### config.mk
export PLATFORM = sky130hd
export DESIGN_NAME = mx_n_reg_arb
export DESIGN_NICKNAME = d
export VERILOG_FILES = /design/src/rtl/mx_n_reg_arb.sv
export SDC_FILE = /design/constraint.sdc
export NUM_CORES = 1
export LEC_CHECK = 0
export ABC_AREA = 1
export CORE_MARGIN = 3
export CORE_UTILIZATION = 47
export DETAILED_ROUTE_END_ITERATION = 10
export HOLD_SLACK_MARGIN = 0.05
export PLACE_DENSITY = 0.9
export SLEW_MARGIN = 20
export SYNTH_ARGS = -nofsm -noshare
export SYNTH_HDL_FRONTEND = slang
export SYNTH_SLANG_ARGS = --single-unit
### constraint.sdc
create_clock -name clk -period 16.5 [get_ports clk]
set_clock_uncertainty 0.15 [all_clocks]
set_input_delay 3.3 -clock clk [delete_from_list [all_inputs] [get_ports clk]]
set_output_delay 3.3 -clock clk [all_outputs]
set_load 0.02 [all_outputs]
### src/rtl/mx_n_reg_arb.sv
// mx_n_reg_arb: N-channel registered mux, fixed-select or round-robin grant, valid/ready on both sides.
// Optional build macro MX_ZERO_IDLE_EN: out_data/out_ch read 0 whenever out_valid is low.
module mx_n_reg_arb #(
   parameter int unsigned N     = 7,
   parameter int unsigned W     = 32,
   parameter int unsigned SEL_W = 4
) (
   input  logic               clk,
   input  logic               reset_n,
   input  logic [N*W-1:0]     in_data,
   input  logic [N-1:0]       in_valid,
   output logic [N-1:0]       in_ready,
   input  logic               mode,
   input  logic [SEL_W-1:0]   sel,
   output logic [W-1:0]       out_data,
   output logic [SEL_W-1:0]   out_ch,
   output logic               out_valid,
   input  logic               out_ready
);

   logic [W-1:0]     out_data_q, out_data_d;
   logic [SEL_W-1:0] out_ch_q, out_ch_d;
   logic             out_valid_q, out_valid_d;
   logic [SEL_W-1:0] rr_last_q, rr_last_d;

   logic             grant_valid;
   logic [SEL_W-1:0] grant_ch;
   logic [W-1:0]     grant_data;
   logic             free;
   logic             xfer;
   int unsigned      rr_idx;

   // Grant: in-range valid sel in fixed mode, else first valid channel after rr_last
   always_comb begin
      grant_valid = 1'b0;
      grant_ch    = '0;
      rr_idx      = 0;
      if (!mode) begin
         for (int unsigned i = 0; i < N; i++) begin
            if ((SEL_W'(i) == sel) && in_valid[i]) begin
               grant_valid = 1'b1;
               grant_ch    = SEL_W'(i);
            end
         end
      end else begin
         // Walk farthest-first so the nearest requester after rr_last wins
         for (int unsigned k = N; k >= 1; k--) begin
            rr_idx = (32'(rr_last_q) + k) % N;
            for (int unsigned i = 0; i < N; i++) begin
               if ((i == rr_idx) && in_valid[i]) begin
                  grant_valid = 1'b1;
                  grant_ch    = SEL_W'(i);
               end
            end
         end
      end
   end

   always_comb begin
      grant_data = '0;
      for (int unsigned i = 0; i < N; i++) begin
         if (SEL_W'(i) == grant_ch) begin
            grant_data = in_data[i*W +: W];
         end
      end
   end

   assign free = !out_valid_q || out_ready;
   assign xfer = reset_n && free && grant_valid;

   always_comb begin
      in_ready = '0;
      for (int unsigned i = 0; i < N; i++) begin
         in_ready[i] = xfer && (grant_ch == SEL_W'(i));
      end
   end

   // Output slot next state: load on transfer, drain when consumed with nothing new
   always_comb begin
      out_data_d  = out_data_q;
      out_ch_d    = out_ch_q;
      out_valid_d = out_valid_q;
      rr_last_d   = rr_last_q;
      if (xfer) begin
         out_data_d  = grant_data;
         out_ch_d    = grant_ch;
         out_valid_d = 1'b1;
         if (mode) begin
            rr_last_d = grant_ch;
         end
      end else if (out_ready) begin
         out_valid_d = 1'b0;
`ifdef MX_ZERO_IDLE_EN
         out_data_d  = '0;
         out_ch_d    = '0;
`endif
      end
   end

   always_ff @(posedge clk or negedge reset_n) begin
      if (!reset_n) begin
         out_data_q  <= '0;
         out_ch_q    <= '0;
         out_valid_q <= 1'b0;
         rr_last_q   <= SEL_W'(N - 1);
      end else begin
         out_data_q  <= out_data_d;
         out_ch_q    <= out_ch_d;
         out_valid_q <= out_valid_d;
         rr_last_q   <= rr_last_d;
      end
   end

   assign out_data  = out_data_q;
   assign out_ch    = out_ch_q;
   assign out_valid = out_valid_q;

endmodule

==> impl_metrics.py <==
metrics = {
    "clocking": {
        "h-tree-depth": 2,
        "cts-resized-gates": 0,
        "postCtsSetupBuffers": 0,
        "clkSlewWorstSetupHoldPaths_ns": 0.07,
        "numCtsBuffers": 5,
        "clk_path_buf_depth": 2,
        "postCtsHoldBufs": 0,
        "insertion_delay_ns": 0.31,
        "root_buffer": "clkbuf_16",
        "clock_sinks": 39,
        "cts_tree": "done",
    },
    "route": {
        "antenna_left": 0,
        "vias_per_cell": 5.48,
        "via_count": 8814,
        "drt_wl_total_mm": 27.9,
        "wire_per_inst_um": 17.3,
        "drt_iter0_markers": 971,
        "firstDrtPassIters": 6,
        "drc": 0,
    },
    "worst_setup_path": {
        "max_stage_delay_ns": 0.64,
        "cp_slowest_cell": "clkdlybuf4s50_1",
        "critPathMaxFanout": 64,
        "cp_common_cell": "nand2_1",
        "worstSetupStartpointType": "primary input",
        "ff2ff_path_depth": 47,
        "worstPathRequired_ns": 13.05,
        "cp-end-kind": "output pin",
        "crit_type": "primary input to output pin",
        "arrival_ns": 8.08,
    },
    "logic_synthesis": {
        "synth_cells": 1188,
        "yosys-top-cells-area": "nand2_1 24%, dfrtp_1 15%, inv_1 12%, nand4_1 9.4%, nor2_1 5.4%",
        "synth_ff_type": "dfrtp_1",
        "netlist_area_mm2": 0.00637,
        "yosysTopAreaCell": "nand2_1",
        "synth_top_area_share": 0.238,
        "synth.distinct_cells": 48,
        "synth-edff-count": 0,
        "ys_seq_area_frac": 0.153,
        "ys_warn_count": 0,
        "synthTopCellsByCount": "404 x nand2_1, 196 x inv_1, 96 x nand4_1",
        "synth-seq-cells": 39,
        "syn-num-nets": 1453,
        "synth_most_common_cell": "nand2_1",
        "syn_area_per_cell_um2": 5.37,
        "async_flop_share": 1.00,
    },
    "min_path": {
        "min_path_cells": 2,
        "min_path_type": "register to register",
    },
    "status": {
        "outcome": "finished clean",
    },
    "global_routing": {
        "grt_start_max_net_pins": 65,
        "grt_util_all_layers": 0.354,
        "grt_pass1_vias": 8127,
        "gr-total-overflow": 0,
        "grt_pass1_wl_mm": 41.7,
        "antenna_found_initial": 1,
    },
    "layout": {
        "fin_nets": 1699,
        "fin_util": 0.726,
        "design_area_mm2": 0.00939,
        "n_antenna_cell": 0,
        "syn2layout_area_growth_pct": 47.3,
        "drive_above_1_share": 0.0411,
    },
    "timing": {
        "worstMarginPinSlew_ns": 1.01,
        "drv_slew": 0,
        "period_share": 0.699,
        "clock.fmax_ghz": 0.0868,
        "holdWs_ns": 0.332,
        "setup_tns_ns": 0,
        "setup_viol": 0,
        "rsz0062_at_grt": "no",
        "hold_viol": 0,
        "relSlewSlack": 0.324,
        "finalCriticalPeriod_ns": 11.53,
    },
    "placed_design": {
        "gp_congestion": 1.03,
        "io_buffers": 281,
        "dp_hpwl_mm": 21.7,
        "placed_cell_area_mm2": 0.00922,
    },
    "floorplanning": {
        "die_h_um": 122,
        "rows": 41,
        "top_level_ports": 283,
        "core-area_mm2": 0.0129,
        "start_util": 0.493,
        "die_area_mm2": 0.0150,
        "die_w_um": 122,
    },
    "run": {
        "cap_violations": 0,
    },
}
-- cell families after synthesis --
family | after synthesis | synth area share
simple gates | 734 | 0.517
xor+xnor | 14 | 0.0192
mux | 1 | 0.00157
buf+inv | 265 | 0.163
compound gates | 108 | 0.0921
other cells | 1 | 0.000588
fa+ha+maj | 26 | 0.0522
flops | 39 | 0.153
-- area by class of cell --
cell class / count / area [um2]
clock buffer: 5 / 125
tap: 172 / 215
inverter: 218 / 820
multi-input combinational: 884 / 4360
clock inverter: 3 / 43.8
fill: 1096 / 3540
sequential: 39 / 978
timing repair buffer: 286 / 2850
-- state kept, by name, summed over array words and instances (netlist names) --
register,count
out_valid,1
rr_last_q,3
out_ch,3
out_data,32
-- metal layers --
metal,vias up,global-route usage,share of wire
met2,564,0.575,0.46
met3,106,0.0880,0.11
met1,3879,0.444,0.39
met5,-,0,0.00039
li1,4263,-,-
met4,2,0.159,0.048
-- placed cells by master (no fill, tap or decap), types with 12 or more instances in the layout --
cell,synthesis,routed
a21oi_1,14,14
clkdlybuf4s50_1,0,280
dfrtp_1,37,37
ha_1,25,25
inv_1,196,196
inv_2,12,12
nand2_1,404,403
nand3_1,60,59
nand4_1,96,96
nor2_1,92,92
nor3_1,33,33
nor4_1,13,13
o21ai_0,54,54
o21ai_1,24,24
xor2_1,14,14
-- worst max-delay path: cells and delay by family --
kind	cells	cell delay (ns)
and+or+nand+nor	20	2.07
buffers and inverters	5	2.11
AOI/OAI and AO/OA	4	0.58
-- final timing paths --
check,start,endpoint,slack [ns]
hold / removal,out_data[11],out_data[11],0.33
setup reg to reg,rr_last_q[1],out_data[9],8.00
setup / recovery,in_valid[3],in_ready[6],4.97
max in group asynchronous,reset_n,out_ch[1],12.71
hold reg to reg,out_data[11],out_data[11],0.33
min in group asynchronous,reset_n,out_data[27],3.09
-- metrics by stage --
step / worst slack (ns) / cells
3_5_place_dp: 5.03 / 1599
4_1_cts: 5.02 / 1607
2_1_floorplan: 6.91 / 1188
6_report: 4.97 / 1607
3_3_place_gp: 5.10 / 1599
5_1_grt: 4.31 / 1607
Power is left out: the tool's default activity adds up to more than one toggle a clock period on the data nets, which glitch-free logic cannot reach.
